$ cat config.mk
export PLATFORM = sky130hd
export DESIGN_NAME = mem_arbiter
export DESIGN_NICKNAME = d
export VERILOG_FILES = /design/src/rtl/mem_arbiter.sv
export SDC_FILE = /design/constraint.sdc
export NUM_CORES = 1
export LEC_CHECK = 0
export BUFFER_PORTS_ARGS = -buffer_cell sky130_fd_sc_hd__buf_2
export CAP_MARGIN = 40
export CORE_UTILIZATION = 49
export DETAILED_ROUTE_END_ITERATION = 16
export PLACE_DENSITY = 0.82
export SLEW_MARGIN = 10
export SYNTH_ARGS = -nofsm -noshare
export SYNTH_HDL_FRONTEND = slang
export SYNTH_SLANG_ARGS = --single-unit
$ cat constraint.sdc
create_clock -name clk_in -period 3.2 [get_ports clk_in]
set_input_delay 0.32 -clock clk_in [delete_from_list [all_inputs] [get_ports clk_in]]
set_output_delay 0.32 -clock clk_in [all_outputs]
set_load 0.005 [all_outputs]
$ cat src/rtl/mem_arbiter.sv
// -----------------------------------------------------------------------------
// mem_arbiter
//
// Sole owner of the byte-wide external RAM port. Arbitrates between the
// instruction fetcher (always 32-bit reads) and the load/store buffer
// (1/2/4-byte reads and writes), serialises each access one byte per cycle in
// little-endian order, and returns the assembled word with a one-cycle done
// pulse to the requester that owned the access.
//
// Ports
//   clk_in, rst_in     clock, asynchronous active-high reset
//   rdy_in             global ready; low freezes every register
//   flush              ROB clear; aborts an in-flight read, never a write
//   io_buffer_full     UART buffer full; stalls writes into the IO region
//   mem_din            RAM read byte for the address currently on mem_a
//   mem_dout/mem_a/mem_wr  registered RAM write byte / address / write strobe
//   if_req/if_addr     fetch request (held until if_done) and address
//   if_done/if_data    one-cycle completion pulse and fetched word
//   lsb_req/lsb_wr/lsb_len/lsb_addr/lsb_wdata
//                      LSB request (held until lsb_done), direction, size
//                      (0=byte, 1=half, 2/3=word), address, store data
//   lsb_done/lsb_rdata one-cycle completion pulse and zero-extended load data
// -----------------------------------------------------------------------------
module mem_arbiter #(
  parameter int ADDR_WIDTH = 32,
  parameter int IO_SEL_HI  = 17
) (
  input  logic                  clk_in,
  input  logic                  rst_in,
  input  logic                  rdy_in,
  input  logic                  flush,
  input  logic                  io_buffer_full,
  input  logic [7:0]            mem_din,
  output logic [7:0]            mem_dout,
  output logic [ADDR_WIDTH-1:0] mem_a,
  output logic                  mem_wr,
  input  logic                  if_req,
  input  logic [ADDR_WIDTH-1:0] if_addr,
  output logic                  if_done,
  output logic [31:0]           if_data,
  input  logic                  lsb_req,
  input  logic                  lsb_wr,
  input  logic [1:0]            lsb_len,
  input  logic [ADDR_WIDTH-1:0] lsb_addr,
  input  logic [31:0]           lsb_wdata,
  output logic                  lsb_done,
  output logic [31:0]           lsb_rdata
);

  localparam logic [1:0] S_IDLE  = 2'd0;
  localparam logic [1:0] S_READ  = 2'd1;
  localparam logic [1:0] S_WRITE = 2'd2;

  localparam logic OWN_IF  = 1'b0;
  localparam logic OWN_LSB = 1'b1;

  // Byte count of an LSB access; the reserved size code 3 behaves as a word.
  function automatic logic [2:0] len_to_bytes(input logic [1:0] len);
    logic [2:0] n;
    case (len)
      2'd0:    n = 3'd1;
      2'd1:    n = 3'd2;
      default: n = 3'd4;
    endcase
    return n;
  endfunction

  // Control state (asynchronously reset)
  logic [1:0] state;
  logic [2:0] cnt;
  logic [2:0] n_q;
  logic       owner;
  logic       last_grant;

  // Access payload (loaded on acceptance, no reset needed)
  logic [ADDR_WIDTH-1:0] addr_q;
  logic [31:0]           wdata_q;
  logic [31:0]           buf_q;

  // Acceptance decode
  logic                  accept;
  logic                  grant_lsb;
  logic                  start_wr;
  logic [2:0]            start_n;
  logic [ADDR_WIDTH-1:0] start_addr;

  // Per-byte datapath
  logic [ADDR_WIDTH-1:0] cur_addr;
  logic                  io_addr;
  logic                  io_stall;
  logic [1:0]            byte_idx;
  logic [31:0]           read_word;
  logic [7:0]            wr_byte;

  // A done pulse in the current cycle forces one idle cycle: the requester
  // still holds its request during that cycle and must not be re-accepted.
  assign accept = (state == S_IDLE) && !flush && !if_done && !lsb_done &&
                  (if_req || lsb_req);

  // On contention the requester that was not served last wins.
  assign grant_lsb  = lsb_req && (!if_req || (last_grant == OWN_IF));
  assign start_addr = grant_lsb ? lsb_addr : if_addr;
  assign start_wr   = grant_lsb && lsb_wr;
  assign start_n    = grant_lsb ? len_to_bytes(lsb_len) : 3'd4;

  // Byte address wraps naturally modulo 2^ADDR_WIDTH.
  assign cur_addr = addr_q + {{(ADDR_WIDTH-3){1'b0}}, cnt};
  assign io_addr  = (addr_q[IO_SEL_HI -: 2] == 2'b11);
  assign io_stall = io_addr && io_buffer_full;

  // Merge the byte arriving this cycle into the partially assembled word.
  // cnt runs 1..N in READ, so byte (cnt-1) is cnt[1:0]-1 modulo 4.
  always_comb begin
    byte_idx  = cnt[1:0] - 2'd1;
    read_word = buf_q;
    read_word[{byte_idx, 3'b000} +: 8] = mem_din;
  end

  // In WRITE cnt is 0..N-1 while a byte remains to be sent.
  assign wr_byte = wdata_q[{cnt[1:0], 3'b000} +: 8];

  // ---- acceptance / byte-serial sequencing ----
  always_ff @(posedge clk_in or posedge rst_in) begin
    if (rst_in) begin
      state      <= S_IDLE;
      cnt        <= 3'd0;
      n_q        <= 3'd0;
      owner      <= OWN_IF;
      last_grant <= OWN_IF;
      mem_a      <= '0;
      mem_dout   <= 8'h00;
      mem_wr     <= 1'b0;
      if_done    <= 1'b0;
      lsb_done   <= 1'b0;
      if_data    <= 32'h0;
      lsb_rdata  <= 32'h0;
    end else if (rdy_in) begin
      if_done  <= 1'b0;
      lsb_done <= 1'b0;
      case (state)
        S_IDLE: begin
          if (accept) begin
            owner      <= grant_lsb;
            last_grant <= grant_lsb;
            n_q        <= start_n;
            if (start_wr) begin
              // First byte goes out on the next edge, subject to IO stall.
              state <= S_WRITE;
              cnt   <= 3'd0;
            end else begin
              state  <= S_READ;
              mem_a  <= start_addr;
              mem_wr <= 1'b0;
              cnt    <= 3'd1;
            end
          end
        end

        S_READ: begin
          if (flush) begin
            // Speculative read is dropped; nothing is returned.
            state <= S_IDLE;
            mem_a <= '0;
            cnt   <= 3'd0;
          end else if (cnt < n_q) begin
            mem_a <= cur_addr;
            cnt   <= cnt + 3'd1;
          end else begin
            state <= S_IDLE;
            mem_a <= '0;
            cnt   <= 3'd0;
            if (owner == OWN_LSB) begin
              lsb_done  <= 1'b1;
              lsb_rdata <= read_word;
            end else begin
              if_done <= 1'b1;
              if_data <= read_word;
            end
          end
        end

        S_WRITE: begin
          // Stores are already committed, so flush has no effect here.
          if (io_stall) begin
            mem_wr <= 1'b0;
          end else if (cnt < n_q) begin
            mem_wr   <= 1'b1;
            mem_a    <= cur_addr;
            mem_dout <= wr_byte;
            cnt      <= cnt + 3'd1;
          end else begin
            mem_wr   <= 1'b0;
            mem_a    <= '0;
            lsb_done <= 1'b1;
            state    <= S_IDLE;
            cnt      <= 3'd0;
          end
        end

        default: begin
          state  <= S_IDLE;
          mem_wr <= 1'b0;
          cnt    <= 3'd0;
        end
      endcase
    end
  end

  // ---- access payload capture ----
  always_ff @(posedge clk_in) begin
    if (rdy_in) begin
      if (accept) begin
        addr_q  <= start_addr;
        wdata_q <= lsb_wdata;
        // Cleared so narrow loads come back zero-extended.
        buf_q   <= 32'h0;
      end else if ((state == S_READ) && !flush) begin
        buf_q <= read_word;
      end
    end
  end

endmodule

# ---- After elaboration in Yosys (flattened, before gate mapping)
# Index checks and enable logic that the tools add are counted.
dict set report totals {
  reg_bits 212
  input_bits 114
  elab_cells 99
  out_inout_bits 107
}
dict set report op_classes {
  n_bitwise 5
  n_addsub 4
  n_eq_ne 7
  mux 38
  n_reduce_logical 27
  shifts 3
  order_cmp 1
}
# operator n
set ops {}
lappend ops {{$mux 32} 7}
lappend ops {{$pmux 32 s3} 1}
lappend ops {{$add 32x3->32} 1}
lappend ops {{$bwmux 32} 1}
lappend ops {{$shift 8x7->32 const A} 1}
lappend ops {{$shiftx 32x6->8} 1}
lappend ops {{$shiftx 8x7->32} 1}
lappend ops {{$mux 3} 5}
lappend ops {{$reduce_and 5->1} 3}
lappend ops {{$mux 1} 14}
lappend ops {{$mux 2} 5}
lappend ops {{$pmux 3 s3} 1}
lappend ops {{$logic_and 1x1->1} 8}
lappend ops {{$reduce_and 4->1} 2}
lappend ops {{$neg 5->7} 1}
lappend ops {{$ne 2x2->1 const B} 3}
lappend ops {{$pmux 2 s3} 1}
lappend ops {{$pmux 3 s2} 1}
lappend ops {{$reduce_and 3->1} 2}
lappend ops {{$not 1->1} 5}
lappend ops {{$eq 2x1->1 const B} 2}
lappend ops {{$eq 2x2->1 const B} 2}
lappend ops {{$logic_not 1->1} 4}
lappend ops {{$logic_not 2->1} 2}
lappend ops {{other kinds (9)} 11}

# ---- Logic depth before layout (Yosys ltp)
dict set report depth {
  ltp_word 7
  ltp_mapped 9
  mapped_depth_nobuf 7
}

# ---- Worst setup path before layout
# No wires, ideal clock.
dict set report synth_timing {
  path_kind {register to register}
  start {register state[0]}
  end {register addr_q[0], enable pin}
  path_buffers 2
  required_time_ns 2.782
  setup_slack_ns -0.054
  arrival_time_ns 2.836
  period_less_slack_ns 3.254
  path_stages_with_launch 9
  setup_ns 0.418
  cell_sequence {dfrtp_1 > inv_1 > ha_1 > buf_4 > nor4b_2 > o21a_1 > clkbuf_1 > nand2_1 > inv_1}
}
dict set report synth_via {
  elab_chain_cells 6
}
# item line
set synth_lines {}
lappend synth_lines {{start: declaration} 69} ;# logic [1:0] state;
lappend synth_lines {{start signal: assignment} 125} ;# state <= S_IDLE;
lappend synth_lines {{start signal: assignment} 148} ;# state <= S_WRITE;
lappend synth_lines {{start signal: assignment} 151} ;# state <= S_READ;
lappend synth_lines {{$logic_not 2->1} 97} ;# assign accept = (state == S_IDLE) && !flush && !if_done && !lsb_done &&
lappend synth_lines {{$logic_and 1x1->1 (4 in series)} 97}
lappend synth_lines {{$reduce_and 2->1 (no line)} -}
lappend synth_lines {{end signal: assignment} 213} ;# addr_q <= start_addr;
lappend synth_lines {{end: declaration} 76} ;# logic [ADDR_WIDTH-1:0] addr_q;
# Every way passes these cells.
# A chain may end at the register's enable or synchronous reset.

# ---- Final worst setup path
dict set report layout_timing {
  start {register state[0]}
  end {register buf_q[5], enable pin}
}
dict set report layout_via {
  elab_chain_cells 7
  elab_cells_between_ends 9
  classes_between {eq/ne: 1; reduce/logical: 8}
}
# item line
set layout_lines {}
lappend layout_lines {{$logic_not 2->1} 97}
lappend layout_lines {{$logic_and 1x1->1 (4 in series)} 97}
lappend layout_lines {{$reduce_bool 2->1 (no line) *} -}
lappend layout_lines {{$reduce_and 2->1 (no line) *} -}
lappend layout_lines {{end signal: assignment} 218} ;# buf_q <= read_word;
lappend layout_lines {{end: declaration} 78} ;# logic [31:0] buf_q;
# Every way passes the cells marked *; elsewhere a longest branch is shown, timed or not.

==> flow_summary_export.csv <==
group,metric,value,unit
critical_path,cp_top_family,"buffers and inverters",
critical_path,end_kind,"register",
synth,ys_seq_elements,212,
synth,synth-xor-area-share,0.9085,%
clocking,cts_tree,"done",
routing,firstDrtPassIters,5,
timing,relSlewSlack,42.01,%
synth,async_flop_share,54.72,%
global_route,grt_overflow_total,0,
die,die_w,142.3,um
timing,drv_slew,0,
die,initial_utilization,50.69,%
critical_path,cp.arrival,2.91,ns
critical_path,critPathKind,"register to register",
synth,synth_warnings,0,
synth,syn_inst,875,
synth,synth_simple_gate_area_share,15.99,%
pwr,ir_worst_vdd,0.4143,mV
placement,io_buffers,220,
routing,ant_nets,0,
timing,fin_setup_tns,0,ns
critical_path,crit_path_start_kind,"register",
cells_and_area,n_antenna_cell,0,
placement,hpwl,16930,um
critical_path,crit_chain,"inv_1 > ha_1 > nor4b_2 > o21a_1 > buf_4 > nor2_1 > nor2_2 > buf_4",
clocking,cts_sinks,212,
timing,fin_skew,0.01310,ns
die,ioPinCount,221,
routing,finalWirelength,25430,um
timing,finalSetupViolations,0,
critical_path,cpMostUsedCell,"buf_4",
global_route,antenna_found_initial,0,
die,core_area,0.01902,mm2
worst_hold_path,holdCritPathClass,"input port to register",
clocking,worstSkewPairLatency,0.51,ns
critical_path,critPathBufInv,3,
critical_path,slowest_stage,"dfrtp_1",
synth,syn-num-nets,1004,
timing,timing.fmax,362.9,MHz
critical_path,crit_path_max_fanout,34,
clocking,clk_path_buf_depth,3,
routing,drtIter0Drc,613,
synth,synth_top_family_by_area,"simple AND/OR/NAND/NOR gates",
synth,synthDistinctLibCells,60,
die,dieArea,0.02024,mm2
die,num_rows,50,
outcome,status,"finished, final reports clean",
synth,synth_fa_ha_area_share,2.025,%
pwr,power,10.53,mW
global_route,track_usage,25.38,%
clocking,cts_root_buf,"clkbuf_16",
cells_and_area,final_layout_size_suffix_gt1_share,29.10,%
timing,rsz0062_at_grt,"false",
synth,synth.cell_area,0.009640,mm2
timing,worstMarginPinSlew,0.8677,ns
routing,wl_per_cell,18.15,um
die,fp.dieH,142.3,um
global_route,grt_start_max_net_pins,65,
job,cap_viol_max_count,0,
pwr,p_leak,5.187,nW
global_route,grt_pass1_vias,7681,
routing,vias_per_cell,5.605,
timing,layout_min_cycle_time,2.756,ns
timing,hold_viol_final,0,
critical_path,max_stage_delay,0.41,ns
routing,drc,0,
synth,synthMuxAreaShare,5.814,%
synth,syn_area_per_cell,11.02,um2
cells_and_area,area_delta_synth_final,26.00,%
synth,synthFlopType,"dfrtp_1",
global_route,grt_pass1_wl,40190,um
timing,period_share,86.12,%
clocking,clkTransAtPathRegs,0.06,ns
cells_and_area,fin_nets,1253,
synth,synth_edf_count,96,
pwr,power.density,867.0,mW/mm2
clocking,cts_buffers,23,
placement,gp_congestion,0.9118,
synth,synth_compound_area_share,12.56,%
synth,ys_seq_area_share,60.01,%
clocking,htreeDepth,1,
critical_path,required,3.35,ns
routing,routed-via-count,7852,
-- layout make-up --
type	count	area, um2
clock inverter	11	88.84
fill	1498	6872
clock buffer	31	635.6
timing repair buffer	270	1622
inverter	18	75.07
sequential	212	5786
tap	260	325.3
multi-input combinational	599	3615
-- layout by cell type, fill, tap and decap left out, drive strengths merged, types with 9 or more instances in the layout --
cell type    instances
nor4                 9
nand3               12
o21ai               52
dfrtp              116
nor2b               34
mux2                32
a31oi               21
nor3                10
nand2              133
a21oi               78
buf                237
dlygate4sd3         33
nor2                96
ha                  14
clkbuf              31
edfxtp              96
inv                 18
-- repair_timing --
item,CTS,global route
hold buffers,32,1
resized for setup,0,0
setup buffers,0,0
endpoints found under the hold margin,40,1
-- final timing paths --
kind                          startpoint       endpoint  slack [ns]  depth (start not counted)
max                             state[0]       buf_q[5]        0.44                          8
min reg2reg                lsb_rdata[30]  lsb_rdata[30]        0.47                          2
min                           lsb_len[1]         n_q[0]        0.04                          2
min in group asynchronous         rst_in    mem_dout[5]        0.35                          3
max reg2reg                     state[0]       buf_q[5]        0.44                          8
max in group asynchronous         rst_in    if_data[28]        2.08                          5
-- per-stage QoR --
| stage | util [%] | instance area (um2) | worst slack, ns | std cells | hold slack, ns |
|---|---|---|---|---|---|
| 3_5_place_dp | 58.32 | 11090 | 0.5093 | 1326 | 0.3221 |
| 6_report | 63.87 | 12150 | 0.4441 | 1401 | 0.03660 |
| 3_3_place_gp | 58.22 | 11070 | 0.6373 | 1325 | 0.4554 |
| 2_1_floorplan | - | 9651 | 0.4458 | 875 | 0.4189 |
| 4_1_cts | 63.82 | 12140 | 0.4824 | 1400 | 0.005827 |
| 5_1_grt | 63.87 | 12150 | 0.2411 | 1401 | 0.02525 |
-- cell families (layout without fill, tap and decap cells) --
group / after synthesis / in the layout
AND/OR/NAND/NOR: 333 / 333
flip-flops: 212 / 212
AO/OA/AOI/OAI: 199 / 199
buffers and inverters: 64 / 330
multiplexers: 42 / 42
adder cells (fa/ha/maj): 15 / 15
XOR/XNOR: 10 / 10
-- sequential cells by signal, summed over array words and instances (netlist names) --
register,flops
state,2
wdata_q,32
mem_a,32
mem_dout,8
if_done,1
n_q,3
buf_q,32
addr_q,32
mem_wr,1
lsb_done,1
last_grant,1
lsb_rdata,32
cnt,3
if_data,32
-- Yosys cell counts, types with 3 or more instances --
library cell	instances	area, um2
nor4_1	9	56.30
or4_1	7	52.55
nand4_1	8	50.05
xor2_1	4	35.03
ha_1	14	175.2
a31oi_1	20	125.1
o22a_1	6	52.55
a21o_1	4	30.03
or2_2	3	18.77
edfxtp_1	96	2883
o21a_1	4	30.03
o31a_1	6	52.55
mux2_2	32	360.4
o21ai_0	52	260.3
a21oi_1	78	390.4
xnor2_1	6	52.55
clkbuf_1	33	123.9
or3_1	5	31.28
buf_2	12	60.06
nor2_1	96	360.4
o31ai_1	6	45.04
and3_1	3	18.77
mux4_2	8	180.2
nand2_1	133	499.2
nor2b_1	34	212.7
and4_1	5	43.79
nand3_1	10	50.05
nor3_1	10	50.05
o311a_1	3	30.03
o211ai_1	3	22.52
inv_1	17	63.81
dfrtp_1	116	2903
-- metal layers --
layer,part of all wire (%),vias to the layer above,global-route usage [%],wire [um]
li1,-,3632,-,-
met1,40,3823,31.70,10120
met2,51,360,45.72,13020
met3,7.2,37,3.769,1836
met4,1.8,0,6.904,461
met5,0,-,0,0
-- power by group --
group | leakage, nW | total (mW) | switching, mW | internal [mW]
Sequential | 2.31 | 4.32 | 0.507 | 3.82
Combinational | 2.51 | 3.65 | 2.13 | 1.53
Clock | 0.361 | 2.56 | 1.07 | 1.48
Total | 5.19 | 10.5 | 3.71 | 6.83
(Power assumes the default switching activity.)
